$ cat src/rtl/stump_mem_responder.sv
// Stump memory-side responder: word RAM plus an I/O page (TX FIFO, status, cycle counter).
// Optional CYCLES register at 0xFFF2 is built only when STUMP_MEM_CYCLE_COUNTER_EN is defined.
module stump_mem_responder #(
    parameter int unsigned ADDR_W     = 8,
    parameter int unsigned FIFO_DEPTH = 4
) (
    input  logic        clk,
    input  logic        rst,
    input  logic [15:0] address,
    input  logic [15:0] data_in,
    input  logic        mem_ren,
    input  logic        mem_wen,
    output logic [15:0] data_out,
    output logic [15:0] out_data,
    output logic        out_valid,
    input  logic        out_ready,
    output logic        fifo_full
);

    localparam int unsigned PTR_W     = $clog2(FIFO_DEPTH);
    localparam int unsigned CNT_W     = PTR_W + 1;
    localparam int unsigned RAM_WORDS = 1 << ADDR_W;

    localparam logic [15:0] TXDATA_ADDR = 16'hFFF0;
    localparam logic [15:0] STATUS_ADDR = 16'hFFF1;
    localparam logic [15:0] CYCLES_ADDR = 16'hFFF2;

    logic [15:0] ram [RAM_WORDS];
    logic [15:0] fifo_mem [FIFO_DEPTH];

    logic [PTR_W-1:0] wr_ptr;
    logic [PTR_W-1:0] rd_ptr;
    logic [CNT_W-1:0] count;
    logic [CNT_W-1:0] count_next;
    logic             full_q;
    logic             overflow;

    logic        is_ram;
    logic        sel_tx;
    logic        sel_status;
    logic        sel_cycles;
    logic        rd_en;
    logic        push_req;
    logic        push;
    logic        pop;
    logic        ovf_set;
    logic        ovf_clr;
    logic [15:0] status_word;
    logic [15:0] cycles_rd;

    // Address decode and FIFO handshake qualification
    always_comb begin
        is_ram     = 32'(address) < RAM_WORDS;
        sel_tx     = address == TXDATA_ADDR;
        sel_status = address == STATUS_ADDR;
        sel_cycles = address == CYCLES_ADDR;
        rd_en      = mem_ren & ~mem_wen;
        push_req   = mem_wen & sel_tx;
        pop        = (count != '0) & out_ready;
        push       = push_req & (~full_q | pop);
        ovf_set    = push_req & full_q & ~pop;
        ovf_clr    = mem_wen & sel_status & data_in[2];
        count_next = count + CNT_W'(push) - CNT_W'(pop);
    end

    always_ff @(posedge clk) begin
        if (mem_wen && is_ram && !rst)
            ram[address[ADDR_W-1:0]] <= data_in;
    end

    always_ff @(posedge clk) begin
        if (push && !rst)
            fifo_mem[wr_ptr] <= data_in;
    end

    // Pointers wrap naturally because FIFO_DEPTH is a power of two
    always_ff @(posedge clk or posedge rst) begin
        if (rst) begin
            wr_ptr   <= '0;
            rd_ptr   <= '0;
            count    <= '0;
            full_q   <= 1'b0;
            overflow <= 1'b0;
        end else begin
            if (push)
                wr_ptr <= wr_ptr + PTR_W'(1);
            if (pop)
                rd_ptr <= rd_ptr + PTR_W'(1);
            count  <= count_next;
            full_q <= count_next == CNT_W'(FIFO_DEPTH);
            if (ovf_set)
                overflow <= 1'b1;
            else if (ovf_clr)
                overflow <= 1'b0;
        end
    end

`ifdef STUMP_MEM_CYCLE_COUNTER_EN
    logic [15:0] cycles;

    always_ff @(posedge clk or posedge rst) begin
        if (rst)
            cycles <= 16'h0000;
        else if (mem_wen && sel_cycles)
            cycles <= data_in;
        else
            cycles <= cycles + 16'd1;
    end

    assign cycles_rd = cycles;
`else
    assign cycles_rd = 16'h0000;
`endif

    assign status_word = {8'h00, 4'(count), 1'b0, overflow, full_q, count == '0};

    // Zero-latency read mux; simultaneous write suppresses the read
    always_comb begin
        data_out = 16'h0000;
        if (rd_en) begin
            if (is_ram)
                data_out = ram[address[ADDR_W-1:0]];
            else if (sel_status)
                data_out = status_word;
            else if (sel_cycles)
                data_out = cycles_rd;
        end
    end

    assign out_valid = count != '0;
    assign out_data  = out_valid ? fifo_mem[rd_ptr] : 16'h0000;
    assign fifo_full = full_q;

endmodule

$ cat config.mk
export PLATFORM = sky130hd
export DESIGN_NAME = stump_mem_responder
export DESIGN_NICKNAME = d
export VERILOG_FILES = /design/src/rtl/stump_mem_responder.sv
export SDC_FILE = /design/constraint.sdc
export NUM_CORES = 2
export LEC_CHECK = 0
export CAP_MARGIN = 20
export CORE_MARGIN = 10
export CORE_UTILIZATION = 50
export DETAILED_ROUTE_END_ITERATION = 8
export PLACE_DENSITY_LB_ADDON = 0.15
export SLEW_MARGIN = 5
export SYNTH_ARGS = -nofsm -noshare
export SYNTH_HDL_FRONTEND = slang
export SYNTH_MEMORY_MAX_BITS = 65536
export SYNTH_SLANG_ARGS = --single-unit
export TNS_END_PERCENT = 20
$ cat constraint.sdc
create_clock -name clk -period 3.6 [get_ports clk]
set_input_delay 0.72 -clock clk [delete_from_list [all_inputs] [get_ports clk]]
set_output_delay 0.72 -clock clk [all_outputs]
set_load 0.01 [all_outputs]
# After elaboration in Yosys (flattened, before gate mapping)
# Memories as Yosys holds them, arrays and structs flattened.
# Cells that the tools add are included.
dict set report classes {
  add_sub_neg 4
  order_cmp 1
  n_eq_ne 3
  mux 10
  bitwise_logic 12
  reduce_logical 7
}
# cell n
set ops {}
lappend ops {{$mux 16} 3}
lappend ops {{$eq 16x16->1 const B} 2}
lappend ops {{$lt 16x9->1 const B} 1}
lappend ops {{$and 1x1->1} 8}
lappend ops {{$mux 7} 1}
lappend ops {{$mux 1} 6}
lappend ops {{$add 2x1->2 const B} 2}
lappend ops {{$add 3x1->3} 1}
lappend ops {{$eq 3x3->1 const B} 1}
lappend ops {{$logic_and 1x1->1} 3}
lappend ops {{$logic_not 3->1} 1}
lappend ops {{$not 1->1} 3}
lappend ops {{$reduce_bool 3->1} 1}
lappend ops {{$sub 3x1->3} 1}
lappend ops {{$reduce_bool 2->1} 1}
lappend ops {{$logic_not 1->1} 1}
lappend ops {{$or 1x1->1} 1}
dict set report word_totals {
  register_bits 9
  ram_bits 4160
  inputBits 37
  out_inout_bits 34
  wordCells 44
  memories 2
}
# name depth width read_ports rd_clocked_by_memory_dff write_ports line
set memory_table {}
lappend memory_table {ram 256 16 1 0 1 28} ;# logic [15:0] ram [RAM_WORDS];
lappend memory_table {fifo_mem 4 16 1 0 1 29} ;# logic [15:0] fifo_mem [FIFO_DEPTH];

# Logic depth before layout (Yosys ltp)
dict set report depth {
  word_depth 7
  depth_mapped 16
}

# Worst setup path after synthesis
# No wires, ideal clock.
dict set report synth_timing {
  path_kind {input to register}
  start {input address[0]}
  end {register full_q, in the netlist fifo_full}
  setup_time_ns 0.088
  t_arrival_ns 3.714
  required_time_ns 3.512
  path_slack_ns -0.202
  stages 16
  path_cell_list {buf_6 > buf_6 > buf_2 > buf_4 > buf_4 > nor2_1 > nand2_1 > inv_1 > nand4_1 > ha_1 > inv_1 > ha_1 > fa_1 > xor2_1 > xnor2_1 > nor3b_1}
}
dict set report synth_between {
  elab_chain_len 6
}
# item line
set synth_lines {}
lappend synth_lines {{from (decl)} 9} ;# input logic [15:0] address,
lappend synth_lines {{$eq 16x16->1} 54} ;# sel_tx = address == TXDATA_ADDR;
lappend synth_lines {{$and 1x1->1} 58} ;# push_req = mem_wen & sel_tx;
lappend synth_lines {{$and 1x1->1} 60} ;# push = push_req & (~full_q | pop);
lappend synth_lines {{$add 3x1->3} 63} ;# count_next = count + CNT_W'(push) - CNT_W'(pop);
lappend synth_lines {{$sub 3x1->3} 63}
lappend synth_lines {{net count_next[2]} 34} ;# logic [CNT_W-1:0] count_next;
lappend synth_lines {{$eq 3x3->1} 90} ;# full_q <= count_next == CNT_W'(FIFO_DEPTH);
lappend synth_lines {{to (signal assigned)} 90}
lappend synth_lines {{to (decl)} 35} ;# logic full_q;
# The timed path passes the listed nets, and every way through them passes these cells.
# A chain may end at the register's enable or synchronous reset.

# Worst setup path after layout
dict set report layout_timing {
  start {memory ram[127][15]}
  end {output data_out[15]}
}
dict set report layout_between {
  elab_chain_len 3
}
# item line
set layout_lines {}
lappend layout_lines {{from (decl)} 28}
lappend layout_lines {{$mem_v2 256x16} n/a}
lappend layout_lines {{$mux 16} 121} ;# if (is_ram)
lappend layout_lines {{$mux 16} 120} ;# if (rd_en) begin
lappend layout_lines {{to (decl)} 13} ;# output logic [15:0] data_out,
# No other way between the ends.

==> metrics.cfg <==
[logic_synthesis]
async_flop_share_pct=0.216
synth_edf_count=4160
yosysSeqAreaShare_pct=78.4
yosysUniqueCellTypes=68
synth_area_sq_um=160000
synth_nets=6932
ys.flop_type=edfxtp_1
yosysWarnings=0
synthCells=6888
synth_seq_cells=4169
syn_area_per_cell_sq_um=23.2

[route]
drt_iter0_markers=11100
drtPass1Iterations=5
drc=0
routed_wl_microns=477000
routed_via_density=6.39
wl_per_cell_microns=36.7
antenna_left=0
vias=83100

[cts]
tritoncts=yes
insertion_delay_ns=0.97
clk_pin_slew_ns=0.06
cts_buffers=419
clock-root-buffer=clkbuf_16
numClockSinks=4169
cts_buffer_depth=4
h-tree-depth=5
cts_hold_buffers=0

[global_routing]
antenna_found_initial=22
grt_pass1_vias=82200
grt_pass1_wl_microns=663000
grt_usage_pct=27.6
gr-total-overflow=0
grt_max_degree=132

[timing]
min_period_ns=4.73
tightest_slew_ns=1.34
drv_slew=0
setup_viol=16
rsz0062_at_grt=yes
period_share_pct=131
max-slew-margin-rel_pct=10.6
whs_ns=0.153
fmax_ghz=0.211
finalClockSkew_ns=0.0322
final-hold-violation-count=0
setup_ws_ns=-1.13

[placement]
pre_cts_ws_ns=-2.65
gp_congestion=0.962
dp_hpwl_microns=306000
port_buffers=70

[setup_path]
path_cells=mux4_2, mux2i_1, buf_4, o22ai_2, or4_4, nor4_4, a41oi_2, buf_2
reg2reg_slack_ns=0.28
crit_path_top_delay_cell=or4_4
cp_max_fo=1
worstSetupPathType=flip-flop to output pin
crit_path_end_kind=output pin
start_kind=flip-flop
critPathRequiredTime_ns=2.88
worstRegToRegCells=11
cpPeakStageDelay_ns=0.63
crit_arrival_ns=4.01
r2r_start=count[2]
rr_endpoint=fifo_full

[min_path]
holdPathStages=1
hold_start=data_in[9]
min_path_type=input port to flip-flop
holdPathEnd=ram[66][9]

[layout]
multi_input_area_sq_um=34300
final_util_pct=61.7
area_growth_pct=22.9
drive_above_1_share_pct=40.8
num-fill-cells=21500
fin_nets=8511
regArea_sq_um=125000
layout_commonest_cell=edfxtp_1
final_cell_mix=4,160 x edfxtp_1, 1,109 x mux4_2, 997 x buf_4

[power]
p_leak_nw=63.4
peakVddDrop_mv=0.538
powerDensity_nw_per_um2=528
power_mw=104

[die]
num_rows=207
core_area_sq_um=318000
die_area_sq_um=342000
io_pins=71
start_util_pct=50.2
die_h_microns=585
die_w_microns=585

[status]
status=finished with violations
violations=setup timing

[run]
drv_cap=0

-- where the power goes --
part	internal (mW)	switching (mW)	leakage (nW)	total, mW
combinational	3.04	3.96	19.3	7.00
clock	24.4	18.6	6.60	43.0
sequential	53.4	0.0830	37.5	53.5
total	80.8	22.7	63.4	104
-- repair_timing --
action	in CTS	in global routing
gates resized for setup	330	75
setup buffers	54	14
setup endpoints to repair	32	21
pin swaps	58	21
cloned	11	0
-- cell families after synthesis --
kind of cell | synth area share [%]
fa+ha+maj | 0.0596
xor+xnor | 0.0274
buf+inv | 1.19
compound gates | 2.01
simple gates | 1.56
flops | 78.4
mux | 16.7
-- registers in the layout (all words and copies together) (netlist names) --
name	cells
count	3
fifo_mem	64
rd_ptr	2
wr_ptr	2
fifo_full	1
overflow	1
ram	4096
-- per-layer routing --
metal | GRT usage, % | routed length [microns] | vias to the layer above
met2 | 43.5 | 227000 | 4549
li1 | - | - | 32800
met1 | 39.0 | 183000 | 45000
met5 | 0 | 34 | -
met3 | 4.57 | 43200 | 819
met4 | 11.5 | 24300 | 6
-- worst max path at each step --
stage                     cells past startpoint      endpoint    startpoint
final                                         8  data_out[15]  ram[127][15]
after CTS                                     8  data_out[15]  ram[127][15]
after global placement                       11  data_out[15]    address[0]
after detailed placement                     11  data_out[15]    address[0]
after global routing                          8  data_out[15]  ram[127][15]
after floorplan                               7   ram[128][0]   address[13]
-- synthesized netlist by cell type, drive strengths merged (4+ instances only) --
master / count / area, sq um
o32ai: 8 / 70.1
inv: 10 / 37.5
nand4: 8 / 50.1
nor4: 16 / 100
clkbuf: 176 / 661
nand2b: 7 / 43.8
edfxtp: 4160 / 125000
o22ai: 51 / 319
mux4: 1109 / 25000
o211ai: 8 / 60.1
nor3: 22 / 110
a22o: 21 / 184
mux2i: 153 / 1530
nor3b: 4 / 30.0
o41ai: 5 / 43.8
a221oi: 16 / 140
mux2: 17 / 191
buf: 212 / 1200
a2111oi: 8 / 70.1
and2: 26 / 163
a31oi: 9 / 56.3
a211oi: 4 / 30.0
dfrtp: 9 / 225
a32o: 6 / 60.1
o21ai: 34 / 170
nor2b: 12 / 75.1
nand3: 44 / 220
ha: 6 / 75.1
xnor2: 4 / 35.0
a22oi: 162 / 1220
nor2: 294 / 1100
a32oi: 13 / 114
nand2: 120 / 450
a21oi: 85 / 425
-- cell type report --
| type | count | area share [%] |
|---|---|---|
| inverter | 10 | 0.0204 |
| timing repair buffer | 1546 | 9.07 |
| antenna | 6 | 0.00766 |
| tap | 4180 | 2.67 |
| sequential | 4169 | 63.8 |
| multi-input combinational | 2321 | 17.5 |
| clock buffer | 505 | 5.53 |
| clock inverter | 267 | 1.39 |
-- per-stage QoR --
step,setup TNS (ns),instances,instance area [sq um]
after floorplan,-45.05,6888,160000
after global placement,-149.54,12200,180000
after detailed placement,-272.66,12200,180000
after CTS,-13.45,13000,196000
after global routing,-13.19,13000,196000
final,-13.20,13000,196000
-- worst max-delay path, delay by kind of cell, from the launching register on --
kind	cells	cell delay, ns
compound gates	2	0.40
flops	1	0.37
simple gates	2	1.15
buf+inv	2	0.42
mux	2	0.68
(Power assumes the default switching activity.)
